===== src/rtl/pov_pkg.sv =====
// Shared types and default constants for the POV display pipeline.
// The glyph renderer sizes its column address from POV_PIX_SHIFT.
package pov_pkg;

  typedef enum logic [1:0] {
    UNLOCKED = 2'd0,
    ACQUIRE  = 2'd1,
    LOCKED   = 2'd2,
    STALLED  = 2'd3
  } sched_state_t;

  localparam int          POV_CNT_W      = 28;
  localparam int          POV_PIX_SHIFT  = 7;
  localparam logic [27:0] POV_MIN_PERIOD = 28'd100000;
  localparam logic [27:0] POV_MAX_PERIOD = 28'd200000000;

endpackage


===== src/rtl/index_sync.sv =====
// Two-flop synchronizer plus falling-edge detector for an asynchronous,
// idle-high board input; emits one registered pulse per high-to-low transition.
module index_sync (
  input  logic clk,
  input  logic rst_n,
  input  logic async_in,
  output logic fall_evt
);

  logic sync_1;
  logic sync_2;
  logic sync_prev;

  // Resynchronize the input and register a one-cycle pulse on its falling edge
  always_ff @(posedge clk or negedge rst_n) begin
    if (!rst_n) begin
      sync_1    <= 1'b1;
      sync_2    <= 1'b1;
      sync_prev <= 1'b1;
      fall_evt  <= 1'b0;
    end else begin
      sync_1    <= async_in;
      sync_2    <= sync_1;
      sync_prev <= sync_2;
      fall_evt  <= sync_prev & ~sync_2;
    end
  end

endmodule


===== src/rtl/pov_pixel_scheduler.sv =====
// Speed-adaptive pixel clock for the POV display: measures the revolution period
// from the encoder index and strobes one column per 1/2**PIX_SHIFT revolution.
module pov_pixel_scheduler
  import pov_pkg::*;
#(
  parameter int               CNT_W      = POV_CNT_W,
  parameter int               PIX_SHIFT  = POV_PIX_SHIFT,
  parameter logic [CNT_W-1:0] MIN_PERIOD = POV_MIN_PERIOD,
  parameter logic [CNT_W-1:0] MAX_PERIOD = POV_MAX_PERIOD
) (
  input  logic                 sys_clk,
  input  logic                 rst_n,
  input  logic                 index_n,
  output logic                 pixel_tick,
  output logic [PIX_SHIFT-1:0] column,
  output logic                 write_data,
  output logic [CNT_W-1:0]     period,
  output logic                 locked,
  output logic                 stalled
);

  localparam logic [PIX_SHIFT-1:0] LAST_COL = {PIX_SHIFT{1'b1}};
  localparam logic [PIX_SHIFT-1:0] COL_ONE  = {{(PIX_SHIFT-1){1'b0}}, 1'b1};
  localparam logic [PIX_SHIFT-1:0] COL_ZERO = {PIX_SHIFT{1'b0}};
  localparam logic [CNT_W-1:0]     ONE      = {{(CNT_W-1){1'b0}}, 1'b1};
  localparam logic [CNT_W-1:0]     ZERO     = {CNT_W{1'b0}};

  sched_state_t         state;
  sched_state_t         state_next;
  logic                 idx_evt;
  logic                 at_max;
  logic                 accept;
  logic                 wrap;
  logic                 run;
  logic                 run_next;
  logic                 tick_next;
  logic [CNT_W-1:0]     rev_cnt;
  logic [CNT_W-1:0]     rev_next;
  logic [CNT_W-1:0]     interval;
  logic [CNT_W-1:0]     pix_cnt;
  logic [CNT_W-1:0]     pix_next;
  logic [CNT_W-1:0]     quot;
  logic [PIX_SHIFT-1:0] col_next;

  index_sync u_index_sync (
    .clk      (sys_clk),
    .rst_n    (rst_n),
    .async_in (index_n),
    .fall_evt (idx_evt)
  );

  // Qualify the index against the legal period window and detect column wrap
  always_comb begin
    quot   = rev_cnt >> PIX_SHIFT;
    at_max = (rev_cnt == MAX_PERIOD);
    accept = idx_evt && !at_max && (rev_cnt >= MIN_PERIOD);
    wrap   = run && (pix_cnt == interval - ONE);
  end

  // The cycle after an accepted index is cycle 1 of the new revolution, so the
  // count at the next index equals the index spacing. An index arriving while
  // saturated is not accepted but restarts the measurement out of a stall.
  always_comb begin
    if (accept || (idx_evt && at_max)) begin
      rev_next = ONE;
    end else if (at_max) begin
      rev_next = rev_cnt;
    end else begin
      rev_next = rev_cnt + ONE;
    end
  end

  // Scheduler state register
  always_ff @(posedge sys_clk or negedge rst_n) begin
    if (!rst_n) begin
      state <= UNLOCKED;
    end else begin
      state <= state_next;
    end
  end

  // Next state: saturation overrides a coincident index
  always_comb begin
    state_next = state;
    if (at_max) begin
      state_next = STALLED;
    end else if (accept) begin
      case (state)
        UNLOCKED: state_next = ACQUIRE;
        ACQUIRE:  state_next = LOCKED;
        LOCKED:   state_next = LOCKED;
        STALLED:  state_next = ACQUIRE;
        default:  state_next = UNLOCKED;
      endcase
    end else begin
      state_next = state;
    end
  end

  // Column sequencer. Entering LOCKED from ACQUIRE arms column 0 silently;
  // ticks start with the first index seen while already locked.
  always_comb begin
    tick_next = 1'b0;
    col_next  = column;
    pix_next  = pix_cnt;
    run_next  = run;
    if (state_next != LOCKED) begin
      run_next = 1'b0;
      pix_next = ZERO;
    end else if (accept && (state == LOCKED)) begin
      tick_next = 1'b1;
      col_next  = COL_ZERO;
      pix_next  = ZERO;
      run_next  = 1'b1;
    end else if (accept) begin
      col_next = COL_ZERO;
      pix_next = ZERO;
      run_next = 1'b0;
    end else if (wrap) begin
      pix_next = ZERO;
      if (column != LAST_COL) begin
        col_next  = column + COL_ONE;
        tick_next = 1'b1;
      end else begin
        run_next = 1'b0;
      end
    end else if (run) begin
      pix_next = pix_cnt + ONE;
    end else begin
      pix_next = pix_cnt;
    end
  end

  // Datapath and registered outputs
  always_ff @(posedge sys_clk or negedge rst_n) begin
    if (!rst_n) begin
      rev_cnt    <= ZERO;
      period     <= ZERO;
      interval   <= ZERO;
      pix_cnt    <= ZERO;
      run        <= 1'b0;
      column     <= COL_ZERO;
      pixel_tick <= 1'b0;
      write_data <= 1'b0;
      locked     <= 1'b0;
      stalled    <= 1'b0;
    end else begin
      rev_cnt <= rev_next;
      if (accept) begin
        period   <= rev_cnt;
        interval <= (quot == ZERO) ? ONE : quot;
      end
      pix_cnt    <= pix_next;
      run        <= run_next;
      column     <= col_next;
      pixel_tick <= tick_next;
      write_data <= pixel_tick;
      locked     <= (state_next == LOCKED);
      stalled    <= (state_next == STALLED);
    end
  end

endmodule


===== config.mk =====
export PLATFORM = sky130hd
export DESIGN_NAME = pov_pixel_scheduler
export DESIGN_NICKNAME = d
export VERILOG_FILES = /design/src/rtl/pov_pkg.sv /design/src/rtl/index_sync.sv /design/src/rtl/pov_pixel_scheduler.sv
export SDC_FILE = /design/constraint.sdc
export NUM_CORES = 1
export LEC_CHECK = 0
export CELL_PAD_IN_SITES_DETAIL_PLACEMENT = 0
export CELL_PAD_IN_SITES_GLOBAL_PLACEMENT = 1
export CORE_MARGIN = 8
export CORE_UTILIZATION = 40
export DETAILED_ROUTE_END_ITERATION = 10
export DONT_BUFFER_PORTS = 1
export PLACE_DENSITY = 0.7
export REMOVE_ABC_BUFFERS = 1
export SLEW_MARGIN = 20
export SYNTH_ARGS = -nofsm -noshare
export SYNTH_HDL_FRONTEND = slang
export SYNTH_SLANG_ARGS = --single-unit

===== constraint.sdc =====
create_clock -name sys_clk -period 4.2 [get_ports sys_clk]
set_input_delay 0.84 -clock sys_clk [delete_from_list [all_inputs] [get_ports sys_clk]]
set_output_delay 0.84 -clock sys_clk [all_outputs]
set_load 0.02 [all_outputs]

=== Word level (Yosys, flattened, before mapping) ===
Cells that the tools add are included.

* Register bits after elaboration: 130
* Input bits: 3
* Output and inout bits: 39
* Logic and storage cells: 76

* Add/subtract/negate cells: 4
* $lt $le $gt $ge: 1
* Equality and inequality tests: 11
* Mux-type cells: 25
* Bitwise operators: 3
* Reduce and logical (&&, ||, !) cells: 17

{| class="wikitable"
|+ Operators with widths
! kind !! count
|-
| 2-to-1 mux 28 bit || 7
|-
| adder 28 x 1 -> 28 bit, second input constant || 2
|-
| equality test 28 bit || 1
|-
| equality test 28 bit, second input constant || 1
|-
| >= comparator 28 x 17 -> 1 bit, second input constant || 1
|-
| logical NOT 28 bit || 1
|-
| 2-to-1 mux 7 bit || 4
|-
| subtractor 28 x 1 -> 28 bit, second input constant || 1
|-
| 2-to-1 mux 21 bit || 1
|-
| 2-to-1 mux 1 bit || 10
|-
| equality test 2 bit, second input constant || 4
|-
| adder 7 x 1 -> 7 bit, second input constant || 1
|-
| != test 7 bit, second input constant || 1
|-
| nonzero test 3 bit || 2
|-
| logical AND 1 bit || 5
|-
| nonzero test 5 bit || 1
|-
| 2-to-1 mux 2 bit || 2
|-
| != test 4 bit, second input constant || 1
|-
| case mux 2 bit (2 select lines) || 1
|-
| nonzero test 4 bit || 1
|-
| OR reduction 2 bit || 2
|-
| AND reduction 3 bit || 1
|-
| equality test 2 x 1 -> 1 bit, second input constant || 1
|-
| logical NOT 2 bit || 1
|-
| 7 further kinds || 8
|}

=== Logic depth before layout (Yosys ltp) ===
Gate-level depths: netlist of run 1.

* Depth after elaboration: 9
* Depth in mapped cells: 13
* Mapped depth without buffers: 11

=== By module ===
From an unflattened synthesis of run 1, not the netlist that was laid out.

* Cell total of the unflattened synthesis: 711
* Area, all modules: 6512.5 µm²

{| class="wikitable"
|+ By module, submodules not included
! module !! times used !! cells an instance !! area each (µm²) !! seq. area each (µm²)
|-
| pov_pixel_scheduler || 1 || 706 || 6394.9 || 2977.9
|-
| index_sync || 1 || 5 || 117.6 || 103.8
|}

=== Worst setup path before layout of run 1 ===
OpenSTA, ideal clock, no wires.

* Path kind: reg-to-reg
* From: reg interval[0]
* To: reg column[3]
* Arrival time: 2939 ps
* Required time: 4062 ps
* Setup slack: 1123 ps
* Stages on the path, launching flop included: 14
* Buffers on the path: 2
* Period minus slack after synthesis: 3077 ps
* Path through: dfrtp_1 inv_1 ha_1 or3b_2 clkbuf_1 nor4_4 xnor2_1 nor4_2 o2111ai_1 nor4_4 nand4_2 clkbuf_1 o21ai_0 a21oi_1

* Word-level cells in the longest chain between the ends: 5

{| class="wikitable"
|+ RTL lines
! item !! line !! text
|-
| start, declared || pov_pixel_scheduler.sv:39 || <nowiki>logic [CNT_W-1:0] interval;</nowiki>
|-
| start signal, assigned || pov_pixel_scheduler.sv:151 || <nowiki>interval <= (quot == ZERO) ? ONE : quot;</nowiki>
|-
| subtractor 28 x 1 -> 28 bit || pov_pixel_scheduler.sv:57 || <nowiki>wrap = run && (pix_cnt == interval - ONE);</nowiki>
|-
| equality test 28 bit || pov_pixel_scheduler.sv:57 ||
|-
| logical AND 1 bit || pov_pixel_scheduler.sv:57 ||
|-
| nonzero test 3 bit (no line) || -- ||
|-
| AND reduction 3 bit (no line) || -- ||
|-
| end signal, assigned || pov_pixel_scheduler.sv:155 || <nowiki>column <= col_next;</nowiki>
|-
| end, declared || pov_pixel_scheduler.sv:15 || <nowiki>output logic [PIX_SHIFT-1:0] column,</nowiki>
|}

No other way between the ends.
A chain may end at the register's enable or synchronous reset.

=== Worst setup path after layout of run 1 ===
* From: reg interval[0]
* To: reg column[5]

The elaborated chain is that of the path after synthesis.

==> results of run 1 <==
==> cell type report <==
| cell class | instances | area, um^2 |
|---|---|---|
| clock buffers | 19 | 432.9 |
| clock inverters | 13 | 193.9 |
| fillers | 1510 | 8516 |
| inverters | 19 | 71.32 |
| multi-input cells | 443 | 3044 |
| flip-flops and latches | 123 | 3082 |
| well taps | 216 | 270.3 |
| repair buffers | 6 | 45.04 |
==> power breakdown <==
group	leakage, nW	total (mW)	switching (mW)	internal [mW]
combinational	1.18	0.000869	0.000509	0.000359
sequential	1.69	1.19	0.000858	1.19
clock	0.302	1.55	0.552	0.999
==> cell families (layout without fill, tap and decap cells) <==
| logic type | count (synthesis) | count (layout) |
|---|---|---|
| mux | 49 | 49 |
| flops | 123 | 123 |
| fa+ha+maj | 6 | 6 |
| compound gates | 60 | 60 |
| xor+xnor | 75 | 75 |
| buf+inv | 45 | 57 |
| simple gates | 253 | 253 |
==> through the flow <==
stage / std cells / util
3_3_place_gp: 807 / 0.4160
5_1_grt: 839 / 0.4560
4_1_cts: 839 / 0.4560
3_5_place_dp: 807 / 0.4160
6_report: 839 / 0.4560
2_1_floorplan: 585 / -
==> Yosys cell counts, types with 2 or more instances <==
cell | number | share of area
sky130_fd_sc_hd__a211oi_1 | 5 | 0.0060
sky130_fd_sc_hd__a21o_1 | 2 | 0.0024
sky130_fd_sc_hd__a21oi_1 | 12 | 0.0095
sky130_fd_sc_hd__a31o_2 | 2 | 0.0028
sky130_fd_sc_hd__and2_1 | 6 | 0.0060
sky130_fd_sc_hd__and3_1 | 15 | 0.015
sky130_fd_sc_hd__and4_1 | 5 | 0.0070
sky130_fd_sc_hd__buf_1 | 5 | 0.0030
sky130_fd_sc_hd__buf_2 | 3 | 0.0024
sky130_fd_sc_hd__clkbuf_1 | 17 | 0.010
sky130_fd_sc_hd__dfrtp_1 | 120 | 0.48
sky130_fd_sc_hd__dfstp_2 | 3 | 0.013
sky130_fd_sc_hd__ha_1 | 6 | 0.012
sky130_fd_sc_hd__inv_1 | 19 | 0.011
sky130_fd_sc_hd__mux2_2 | 46 | 0.082
sky130_fd_sc_hd__mux2i_1 | 3 | 0.0048
sky130_fd_sc_hd__nand2_1 | 34 | 0.020
sky130_fd_sc_hd__nand2b_1 | 5 | 0.0050
sky130_fd_sc_hd__nand3_1 | 31 | 0.025
sky130_fd_sc_hd__nand3b_1 | 2 | 0.0024
sky130_fd_sc_hd__nand4_1 | 19 | 0.019
sky130_fd_sc_hd__nor2_1 | 67 | 0.040
sky130_fd_sc_hd__nor2b_1 | 2 | 0.0020
sky130_fd_sc_hd__nor3_1 | 18 | 0.014
sky130_fd_sc_hd__nor4_1 | 16 | 0.016
sky130_fd_sc_hd__nor4_4 | 2 | 0.0068
sky130_fd_sc_hd__nor4b_1 | 2 | 0.0028
sky130_fd_sc_hd__o211ai_1 | 4 | 0.0048
sky130_fd_sc_hd__o21a_1 | 2 | 0.0024
sky130_fd_sc_hd__o21ai_0 | 19 | 0.015
sky130_fd_sc_hd__o31a_1 | 2 | 0.0028
sky130_fd_sc_hd__or2_2 | 3 | 0.0030
sky130_fd_sc_hd__or3_1 | 11 | 0.011
sky130_fd_sc_hd__or4_1 | 5 | 0.0060
sky130_fd_sc_hd__xnor2_1 | 41 | 0.057
sky130_fd_sc_hd__xor2_1 | 34 | 0.047
==> sequential cells by signal (all words and copies together) (netlist names) <==
signal	count
run	1
u_index_sync.sync_2	1
rev_cnt	28
u_index_sync.fall_evt	1
pix_cnt	28
u_index_sync.sync_1	1
interval	21
u_index_sync.sync_prev	1
pixel_tick	1
write_data	1
locked	1
column	7
stalled	1
period	28
state	2
==> critical path, stage by stage (launching register included) <==
cell and delay [ns]:
sky130_fd_sc_hd__dfrtp_1 0.43, sky130_fd_sc_hd__inv_1 0.10, sky130_fd_sc_hd__ha_1 0.25, sky130_fd_sc_hd__nor3b_1 0.53, sky130_fd_sc_hd__nand2_1 0.25, sky130_fd_sc_hd__o41a_1 0.46, sky130_fd_sc_hd__nor4_1 0.19, sky130_fd_sc_hd__a211oi_1 0.08
sky130_fd_sc_hd__a211oi_1 0.41, sky130_fd_sc_hd__nand4_2 0.35, sky130_fd_sc_hd__or3_1 0.44, sky130_fd_sc_hd__a21oi_1 0.16
==> worst paths after layout <==
path | cells past startpoint | slack [ns] | startpoint | endpoint
worst max-delay path | 11 | 0.47 | interval[0]$_DFFE_PN0P_ | column[5]$_DFFE_PN0P_
worst min-delay path | 0 | 0.12 | rst_n | pix_cnt[7]$_DFFE_PN0P_
worst max register to register | 11 | 0.47 | interval[0]$_DFFE_PN0P_ | column[5]$_DFFE_PN0P_
worst min register to register | 0 | 0.36 | u_index_sync.sync_1$_DFF_PN1_ | u_index_sync.sync_2$_DFF_PN1_
max in group asynchronous | 0 | 3.74 | rst_n | period[4]$_DFFE_PN0P_
min in group sys_clk | 0 | 0.36 | u_index_sync.sync_1$_DFF_PN1_ | u_index_sync.sync_2$_DFF_PN1_
==> placed cells by master, fill, tap and decap left out, types with 16 or more instances in the layout <==
master / count
sky130_fd_sc_hd__nand2_1: 34
sky130_fd_sc_hd__nand3_1: 31
sky130_fd_sc_hd__dfrtp_1: 120
sky130_fd_sc_hd__nor2_1: 67
sky130_fd_sc_hd__nor4_1: 16
sky130_fd_sc_hd__clkbuf_16: 17
sky130_fd_sc_hd__nand4_1: 19
sky130_fd_sc_hd__nor3_1: 18
sky130_fd_sc_hd__xnor2_1: 41
sky130_fd_sc_hd__xor2_1: 34
sky130_fd_sc_hd__mux2_2: 46
sky130_fd_sc_hd__o21ai_0: 19
sky130_fd_sc_hd__inv_1: 19
==> per-layer routing <==
layer | track usage | wire (um) | up-vias
met5 | 0 | 0 | -
met4 | 0.04748 | 157 | 0
met3 | 0.04671 | 754 | 19
met2 | 0.2333 | 6697 | 80
met1 | 0.1907 | 6592 | 2228
li1 | - | - | 2171
==> flow_summary.rst, run 1 <==
.. list-table::
   :header-rows: 1

   * - Metric
     - Value
   * - Final total power
     - about 2.7 mW
   * - Post-synth EDFFs
     - 0
   * - Number of global-route vias before repair
     - 4428
   * - Number of input and output port buffers inserted
     - 0
   * - Synthesized-area fraction occupied by adder cells
     - 0.01192
   * - Detailed-route wire length
     - 14.20 mm
   * - Clock buffers created by TritonCTS
     - 17
   * - Power density cells
     - slightly below 400 nW/um^2
   * - Proportion of synthesized area in mux cells
     - 0.08703
   * - Pleak
     - around 3.2 nW
   * - Post-CTS Hold Buffers
     - 0
   * - Number of iterations in the first detailed-routing pass
     - 4
   * - Total of warnings raised by yosys
     - 0
   * - Fraction of synthesized cell area in xor and xnor cells
     - 0.1043
   * - Async set-or-reset flop fraction in the synthesized netlist
     - 1.000
   * - Number of pins with negative max-slew slack in the final report
     - 0
   * - Antenna diode instance count
     - 0
   * - Routed len/inst
     - 16.93 um
   * - Primary FF master, synth
     - sky130_fd_sc_hd__dfrtp_1
   * - Chip Height
     - 141.5 um
   * - Worst Tran Pin Value
     - 0.7149 ns
   * - Mean Syn Cell Area
     - between 10 and 15 um^2
   * - Die span in x
     - 141.5 um
   * - Vias per std cell
     - 5.361
   * - Number of distinct standard cells referenced by the synthesized netlist
     - 59
   * - Cell area after synthesis
     - roughly 6300 um^2
   * - Net count reported at finish
     - 619
   * - Register bit count reported by yosys
     - 123
   * - Placeable core area
     - 15660 um^2
   * - Final clock skew
     - around 0.011 ns
   * - Register area share after synthesis
     - 0.4894
   * - FP Rows
     - between 40 and 50
   * - CTS tree
     - yes
   * - Final Hold Fails
     - 0
   * - Worst Hold Margin
     - between 0.1 and 0.15 ns
   * - Remaining DRCs
     - 0
   * - Element type at the critical path end
     - flip-flop
   * - Gate count of the mapped netlist
     - between 600 and 700
   * - Worst path setup slack after routing
     - roughly 0.47 ns
   * - Full die area
     - roughly 20000 um^2
   * - HPWL after detailed placement
     - roughly 10 mm
   * - Clock insertion delay at the later pin of the skew report
     - roughly 0.42 ns
   * - Violation count after the first detailed-routing iteration
     - between 300 and 400
   * - Number of H-tree levels
     - 4
   * - Root Buffer Master
     - sky130_fd_sc_hd__clkbuf_16
   * - Path type of the worst min-delay path
     - input port to asynchronous set/reset pin
   * - Arrival time at the worst endpoint
     - between 4 and 5 ns
   * - Unrepaired setup endpoints after global routing
     - false
   * - Area share of and/or/nand/nor cells after synthesis
     - 0.2166
   * - Post-CTS Setup Repair Bufs
     - 0
   * - Maximum fanout along the worst path
     - 14
   * - Effective utilization at floorplan
     - 0.4023
   * - Max clock buf depth
     - 2
   * - IR drop worst, VDD
     - between 0.2 and 0.3 mV
   * - Share of post-route cells with drive strength above 1
     - 0.1589
   * - First-pass GRT wire length
     - 23.34 mm
   * - Setup Total Neg Slack
     - 0 ns
   * - Grt total ovfl
     - 0
   * - Worst setup path category
     - flip-flop to flip-flop
   * - Number of nets with antenna violations after detailed routing
     - 0
   * - Total via count in the routed design
     - about 4500
   * - Top Ports
     - between 40 and 50
   * - Antenna violations before repair
     - 0
   * - Final setup violation count
     - 0
   * - Share of the synthesized area in compound gates (AO/OA/AOI/OAI)
     - 0.06219
   * - Placer Congestion
     - a little over 0.8
   * - Peak Freq
     - around 270 MHz
   * - Non-Filler Cell Area, Final
     - roughly 7000 um^2
   * - Combinational family with the most area after synthesis
     - simple AND/OR/NAND/NOR gates
   * - Instance area after placement
     - 6513 um^2
   * - Area added between synthesis and finish
     - 13.37%
   * - Sinks on the clock net
     - about 120
   * - Worst Setup Start Kind
     - flip-flop
   * - Maximum number of pins on one net before global-route repair
     - between 100 and 150
   * - Placement Setup Slack
     - 0.5107 ns
   * - Result of the run
     - finished, final reports clean
   * - Overall Global Routing Usage
     - 0.1483
   * - CP required
     - approximately 4.5 ns
   * - Register clock-pin slew on the reported worst setup and hold paths
     - roughly 0.06 ns
   * - Post-layout minimum cycle time
     - around 3.7 ns
   * - Max Cap Viol
     - 0
   * - Share of the clock period used by the worst path
     - 0.8886
   * - Worst slew slack as a fraction of its limit
     - 0.5190
   * - Resized cells post-CTS
     - 0
(Power assumes the default switching activity.)
==> run 2: changes to the inputs <==
--- a/config.mk
+++ b/config.mk
@@ -12,8 +12,9 @@
 export DETAILED_ROUTE_END_ITERATION = 10
 export DONT_BUFFER_PORTS = 1
-export PLACE_DENSITY = 0.7
+export PLACE_DENSITY = 0.72
 export REMOVE_ABC_BUFFERS = 1
 export SLEW_MARGIN = 20
 export SYNTH_ARGS = -nofsm -noshare
 export SYNTH_HDL_FRONTEND = slang
+export SYNTH_HIERARCHICAL = 1
 export SYNTH_SLANG_ARGS = --single-unit
==> constraint.sdc (replaced) <==
create_clock -name sys_clk -period 4.4 [get_ports sys_clk]
set_input_delay 1.32 -clock sys_clk [delete_from_list [all_inputs] [get_ports sys_clk]]
set_output_delay 1.32 -clock sys_clk [all_outputs]
set_load 0.02 [all_outputs]
==> run 2 against run 1 <==
Sequential share of layout area decreased by 1.1 points. Largest power group unchanged. Largest cell class is now multi-input gates. Cell area increased by 2.6%. Sequential power down 4%. Non-clock buffer count increased by 2.
==> flow_summary.rst, run 2 <==
.. list-table::
   :header-rows: 1

   * - Metric
     - Value
   * - Area added between synthesis and finish
     - 12.51%
   * - Violation count after the first detailed-routing iteration
     - 268
   * - Part of the total power dissipated in sequential elements
     - 0.423
   * - Power density cells
     - 367.1 nW/um^2
   * - Maximum cell stage delay along the critical path
     - roughly 0.64 ns
   * - Max Cap Viol
     - 0
   * - Detailed-route wire length
     - between 15 and 20 mm
   * - Cell with the biggest individual delay on the critical path
     - sky130_fd_sc_hd__or4_4
   * - Cells after DPL
     - between 800 and 900
   * - Number of non-filler instances in the completed layout
     - slightly above 900
   * - FP Rows
     - 46
   * - Top Metal Used
     - met4
   * - Vias per std cell
     - 5.456
   * - Result of the run
     - finished, final reports clean
   * - Element type at the critical path end
     - flip-flop
   * - Primary FF master, synth
     - sky130_fd_sc_hd__dfrtp_1
   * - Antenna violations before repair
     - 0
   * - Register clock-pin slew on the reported worst setup and hold paths
     - approximately 0.060 ns
   * - Final clock skew
     - about 0.0077 ns
   * - Grt total ovfl
     - 0
   * - Number of distinct standard cells referenced by the synthesized netlist
     - between 60 and 70
   * - Total of warnings raised by yosys
     - 6
   * - Post-layout minimum cycle time
     - about 3.6 ns
   * - Detailed-route wire length on metal 1
     - approximately 7.5 mm
   * - Switching power
     - around 0.54 mW
   * - Highest-count cells in the layout ignoring fill and taps
     - sky130_fd_sc_hd__nand2_1 (153), sky130_fd_sc_hd__dfrtp_1 (120), sky130_fd_sc_hd__xor2_1 (53)
   * - Share of post-route cells with drive strength above 1
     - 0.07563
   * - Number of H-tree levels
     - 4
   * - Clock group share of total power
     - 0.577
   * - Clock buffers created by TritonCTS
     - 17
   * - Async set-or-reset flop fraction in the synthesized netlist
     - 1.000
   * - Largest registers
     - period (28), pix_cnt (28), rev_cnt (28)
   * - Switching Share
     - 0.2016
   * - Top cell type by total area after synthesis
     - sky130_fd_sc_hd__dfrtp_1
   * - Effective utilization at floorplan
     - 0.4100
   * - Number of iterations in the first detailed-routing pass
     - 4
   * - Portion of total power attributed to combinational logic
     - 0
   * - Post-CTS Hold Buffers
     - 0
   * - Routed len/inst
     - approximately 18 um
   * - CTS tree
     - yes
   * - Net count reported at finish
     - 710
   * - Cell family contributing the most delay on the critical path
     - simple AND/OR/NAND/NOR gates
   * - Number of nets with antenna violations after detailed routing
     - 0
   * - Placeable core area
     - approximately 16000 um^2
   * - Number of pins with negative max-slew slack in the final report
     - 0
   * - Sum of buffers and inverters on the critical path
     - 1
   * - Remaining DRCs
     - 0
   * - Overall Global Routing Usage
     - 0.1676
   * - Post-synth EDFFs
     - 0
   * - Worst setup path category
     - flip-flop to flip-flop
   * - Die span in x
     - about 140 um
   * - Peak Freq
     - around 270 MHz
   * - Top Ports
     - 42
   * - Resized cells post-CTS
     - 0
   * - Detailed route wirelength on metal3
     - about 590 um
   * - Arrival time at the worst endpoint
     - slightly below 4 ns
   * - Maximum number of pins on one net before global-route repair
     - 124
   * - Maximum fanout along the worst path
     - 7
   * - Synth area leaders
     - sky130_fd_sc_hd__dfrtp_1 (46%), sky130_fd_sc_hd__nand2_1 (8.8%), sky130_fd_sc_hd__xor2_1 (7.1%)
   * - Register area share after synthesis
     - 0.4732
   * - Setup Total Neg Slack
     - 0 ns
   * - HPWL after detailed placement
     - between 10 and 15 mm
   * - Placement Setup Slack
     - roughly 0.76 ns
   * - Register bit count reported by yosys
     - 123
   * - Cell with the most instances after synthesis
     - sky130_fd_sc_hd__nand2_1
   * - Number of input and output port buffers inserted
     - 0
   * - Gate count of the mapped netlist
     - ~700
   * - Unrepaired setup endpoints after global routing
     - false
   * - Final Hold Fails
     - 0
   * - Worst path setup slack after routing
     - around 0.76 ns
   * - Worst slew slack as a fraction of its limit
     - 0.5053
   * - Routed length on met2
     - 7.917 mm
   * - Number of global-route vias before repair
     - between 5000 and 6000
   * - Clock insertion delay at the later pin of the skew report
     - about 0.42 ns
   * - Worst Tran Pin Value
     - 0.7353 ns
   * - Root Buffer Master
     - sky130_fd_sc_hd__clkbuf_16
   * - Max clock buf depth
     - 2
   * - First-pass GRT wire length
     - approximately 27 mm
   * - Antenna diode instance count
     - 0
   * - CP required
     - 4.70 ns
   * - Total via count in the routed design
     - about 5100
   * - Fraction of synthesized cell area taken by the top area cell type
     - 0.4611
   * - Share of the clock period used by the worst path
     - 0.8265
   * - Full die area
     - 20620 um^2
   * - Most common cell after layout, fill and taps aside
     - sky130_fd_sc_hd__nand2_1
   * - Mean Syn Cell Area
     - 9.160 um^2
   * - Final setup violation count
     - 0
   * - Placer Congestion
     - about 0.83
   * - IR drop worst, VDD
     - 0.2715 mV
   * - Pint
     - ~2.1 mW
   * - Critical Path, Cell by Cell
     - inv_1, ha_1, nor4b_1, nand3_1, a2111oi_0, nor3_1, or4_4, nor4_4, mux2_1
   * - Path type of the worst min-delay path
     - flip-flop to flip-flop
   * - Sinks on the clock net
     - approximately 120
   * - Top cells by instance count after synthesis
     - sky130_fd_sc_hd__nand2_1 (153), sky130_fd_sc_hd__dfrtp_1 (120), sky130_fd_sc_hd__xor2_1 (53)
   * - Post-CTS Setup Repair Bufs
     - 0
   * - Cell area after synthesis
     - approximately 6500 um^2
   * - Worst Setup Start Kind
     - flip-flop
   * - Pleak
     - approximately 3.5 nW
   * - Chip Height
     - ~140 um
==> run 2: final cells by class <==
class	instances	area (um^2)
repair buffers	8	60.06
clock inverters	13	217.7
inverters	12	45.04
multi-input cells	539	3219
well taps	216	270.3
flip-flops and latches	123	3082
fillers	1535	8558
clock buffers	19	432.9
==> run 2: routing by layer <==
layer | GRT usage | vias to the layer above
li1 | - | 2470
met1 | 0.2136 | 2486
met2 | 0.2710 | 88
met3 | 0.03782 | 30
met4 | 0.06641 | 0
met5 | 0 | -
==> run 2: cells by family (layout without fill, tap and decap cells) <==
kind of cell,Yosys count,after routing,share of synthesized area
xor+xnor,74,74,0.09952
buf+inv,49,52,0.03247
flops,123,123,0.4732
mux,4,4,0.006340
compound gates,74,74,0.08127
simple gates,381,381,0.2957
fa+ha+maj,6,6,0.01153
==> run 2: final timing paths <==
| check | startpoint | slack [ns] | cells past startpoint | endpoint |
|---|---|---|---|---|
| max | interval[0]$_DFFE_PN0P_ | 0.76 | 9 | column[1]$_DFFE_PN0P_ |
| min | u_index_sync/sync_1$_DFF_PN1_ | 0.36 | 0 | u_index_sync/sync_2$_DFF_PN1_ |
| max reg2reg | interval[0]$_DFFE_PN0P_ | 0.76 | 9 | column[1]$_DFFE_PN0P_ |
| min reg2reg | u_index_sync/sync_1$_DFF_PN1_ | 0.36 | 0 | u_index_sync/sync_2$_DFF_PN1_ |
| max in group asynchronous | rst_n | 3.45 | 0 | u_index_sync/sync_prev$_DFF_PN1_ |
| min in group asynchronous | rst_n | 0.60 | 0 | pix_cnt[9]$_DFFE_PN0P_ |
==> run 2: power groups by stage <==
stage	Combinational, mW	Sequential [mW]	Clock [mW]
6_report	0.000847	1.14	1.55
5_1_grt	0.000882	1.14	1.63
4_1_cts	0.000859	1.14	1.59
3_5_place_dp	0.000859	1.16	0
3_3_place_gp	0.000834	1.16	0
2_1_floorplan	0.000821	1.16	0
==> run 2: stage by stage <==
step / util / instance area (um^2) / power [mW] / hold slack (ns)
floorplan: - / 6346 / 1.157 / 0.3452
global placement: 0.4203 / 6676 / 1.157 / 0.3510
detailed placement: 0.4203 / 6676 / 1.157 / 0.3515
CTS: 0.4612 / 7327 / 2.723 / 0.3639
global route: 0.4612 / 7327 / 2.767 / 0.3659
finish: 0.4612 / 7327 / 2.690 / 0.3630
==> run 2: worst register-to-register path, cell delays in order, from the launching register on <==
cell and delay [ns]:
sky130_fd_sc_hd__dfrtp_1 0.41, sky130_fd_sc_hd__inv_1 0.09, sky130_fd_sc_hd__ha_1 0.22, sky130_fd_sc_hd__nor4b_1 0.60, sky130_fd_sc_hd__nand3_1 0.26, sky130_fd_sc_hd__a2111oi_0 0.45, sky130_fd_sc_hd__nor3_1 0.13, sky130_fd_sc_hd__or4_4 0.64
sky130_fd_sc_hd__nor4_4 0.37, sky130_fd_sc_hd__mux2_1 0.35
==> run 3: changes to the inputs <==
- clock period: 4.4 -> 3.35 ns (I/O delays scaled with it)
==> run 3 against run 2 <==
Global-route usage is 0.16 points higher. Non-clock buffer count is 19 higher. Utilization is 0.72 points higher. Hold slack worse by 0.080 ns. Critical path type unchanged. Highest routed layer unchanged.
==> flow_summary.rst, run 3 (synthesis results as in run 2) <==
.. list-table::
   :header-rows: 1

   * - Metric
     - Value
   * - Effective utilization at floorplan
     - 0.4100
   * - Number of global-route vias before repair
     - between 5000 and 6000
   * - Unrepaired setup endpoints after global routing
     - true
   * - Number of H-tree levels
     - 4
   * - Net count reported at finish
     - about 730
   * - Final Hold Fails
     - 0
   * - Post-layout minimum cycle time
     - 3.240 ns
   * - Total via count in the routed design
     - 5155
   * - Top Ports
     - 42
   * - FP Rows
     - between 40 and 50
   * - Area added between synthesis and finish
     - 14.27%
   * - Detailed-route wire length
     - 16.34 mm
   * - Final clock skew
     - roughly 0.018 ns
   * - Root Buffer Master
     - sky130_fd_sc_hd__clkbuf_16
   * - CTS tree
     - yes
   * - Placer Congestion
     - 0.8819
   * - Pleak
     - about 3.5 nW
   * - Vias per std cell
     - between 5 and 6
   * - Grt total ovfl
     - 0
   * - Non-Filler Cell Area, Final
     - approximately 7400 um^2
   * - Register-to-register setup slack
     - 0.11 ns
   * - Number of inserted filler cells in the final layout
     - 1526
   * - Most common cell after layout, fill and taps aside
     - sky130_fd_sc_hd__nand2_1
   * - Clock insertion delay at the later pin of the skew report
     - 0.43 ns
   * - Clock buffers created by TritonCTS
     - 17
   * - Final total power
     - between 3 and 4 mW
   * - Result of the run
     - finished, final reports clean
   * - Chip Height
     - between 100 and 150 um
   * - Placeable core area
     - between 15000 and 20000 um^2
   * - Maximum number of pins on one net before global-route repair
     - 124
   * - Share of the clock period used by the worst path
     - 0.9671
   * - Max clock buf depth
     - 2
   * - Maximum fanout along the worst path
     - 7
   * - Element type at the critical path end
     - flip-flop
   * - Worst Setup Start Kind
     - flip-flop
   * - Power density cells
     - 441.1 nW/um^2
   * - Number of iterations in the first detailed-routing pass
     - 5
   * - Highest-count cells in the layout ignoring fill and taps
     - sky130_fd_sc_hd__nand2_1 (153), sky130_fd_sc_hd__dfrtp_1 (120), sky130_fd_sc_hd__xor2_1 (53)
   * - Peak Freq
     - 308.7 MHz
   * - HPWL after detailed placement
     - about 12 mm
   * - Sum of buffers and inverters on the critical path
     - 2
   * - Overall Global Routing Usage
     - 0.1693
   * - Number of pins with negative max-slew slack in the final report
     - 0
   * - Number of nets with antenna violations after detailed routing
     - 0
   * - Sinks on the clock net
     - between 100 and 150
   * - Worst Hold Margin
     - roughly 0.28 ns
   * - Max Cap Viol
     - 0
   * - Remaining DRCs
     - 0
   * - Instance area after placement
     - slightly below 7000 um^2
   * - Path type of the worst min-delay path
     - input port to asynchronous set/reset pin
   * - Critical Path, Cell by Cell
     - inv_1, ha_1, buf_4, o31a_1, a2111oi_1, nand3_1, or4_4, nor4_4, mux2_1
   * - Cell family contributing the most delay on the critical path
     - simple AND/OR/NAND/NOR gates
   * - Worst setup path category
     - flip-flop to flip-flop
   * - IR drop worst, VDD
     - around 0.37 mV
   * - Violation count after the first detailed-routing iteration
     - 319
   * - Share of post-route cells with drive strength above 1
     - 0.1064
   * - Number of input and output port buffers inserted
     - 0
   * - Post-CTS Hold Buffers
     - 0
   * - Worst path setup slack after routing
     - ~0.11 ns
   * - Routed len/inst
     - 17.21 um
   * - Full die area
     - a little over 20000 um^2
   * - Worst Tran Pin Value
     - between 0.5 and 0.6 ns
   * - Antenna diode instance count
     - 0
   * - Antenna violations before repair
     - 0
   * - Final setup violation count
     - 0
   * - Arrival time at the worst endpoint
     - 3.54 ns
   * - Placement Setup Slack
     - 0.04415 ns
   * - Largest registers
     - period (28), pix_cnt (28), rev_cnt (28)
   * - Die span in x
     - between 100 and 150 um
   * - First-pass GRT wire length
     - between 20 and 30 mm
   * - Maximum cell stage delay along the critical path
     - 0.62 ns
   * - CP required
     - roughly 3.7 ns
   * - Cell with the biggest individual delay on the critical path
     - sky130_fd_sc_hd__or4_4
   * - Register clock-pin slew on the reported worst setup and hold paths
     - 0.06 ns
   * - Worst slew slack as a fraction of its limit
     - 0.6212
==> run 3: cell types whose count changed in the layout (fill, tap and decap cells not counted), sizes merged <==
cell | previous run | this run
bufinv | 5 | 1
clkinv | 4 | 3
clkinvlp | 2 | 3
inv | 14 | 18
buf | 8 | 27
==> run 3: power by group <==
group | internal (mW) | switching, mW
combinational | 0.000985 | 0.000157
sequential | 1.49 | 0.00260
clock | 1.06 | 0.731
==> run 3: worst paths after layout <==
| check | start | to | depth (start not counted) |
|---|---|---|---|
| setup / recovery | interval[0]$_DFFE_PN0P_ | column[1]$_DFFE_PN0P_ | 9 |
| hold / removal | rst_n | pix_cnt[2]$_DFFE_PN0P_ | 0 |
| setup reg to reg | interval[0]$_DFFE_PN0P_ | column[1]$_DFFE_PN0P_ | 9 |
| hold reg to reg | u_index_sync/sync_1$_DFF_PN1_ | u_index_sync/sync_2$_DFF_PN1_ | 0 |
| max in group asynchronous | rst_n | u_index_sync/sync_1$_DFF_PN1_ | 0 |
| min in group sys_clk | u_index_sync/sync_1$_DFF_PN1_ | u_index_sync/sync_2$_DFF_PN1_ | 0 |
==> run 3: repair_timing <==
action | in CTS | in global routing
buffers inserted | 0 | 1
gates resized for setup | 0 | 7
setup endpoints to repair | 0 | 16
==> run 3: cell type report <==
class,instances,area [um^2],area share
clock buffer,19,442.9,0.05952
inverter,12,45.04,0.006052
timing repair buffer,27,215.2,0.02892
multi-input combinational,539,3253,0.4371
sequential,123,3082,0.4141
clock inverter,13,133.9,0.01799
tap,216,270.3,0.03631
==> run 3: through the flow <==
step                setup TNS (ns)  std cells    util
floorplan                  -0.3219        674       -
global placement                 0        916  0.4296
detailed placement               0        916  0.4296
CTS                              0        948  0.4659
global route              -0.01525        949  0.4685
finish                           0        949  0.4685
==> run 3: metal layers <==
metal	global-route usage	wire, um	vias up
met5	0	0	-
met4	0.05921	236	0
met3	0.03948	601	18
met2	0.2830	8116	84
met1	0.2100	7381	2543
li1	-	-	2510
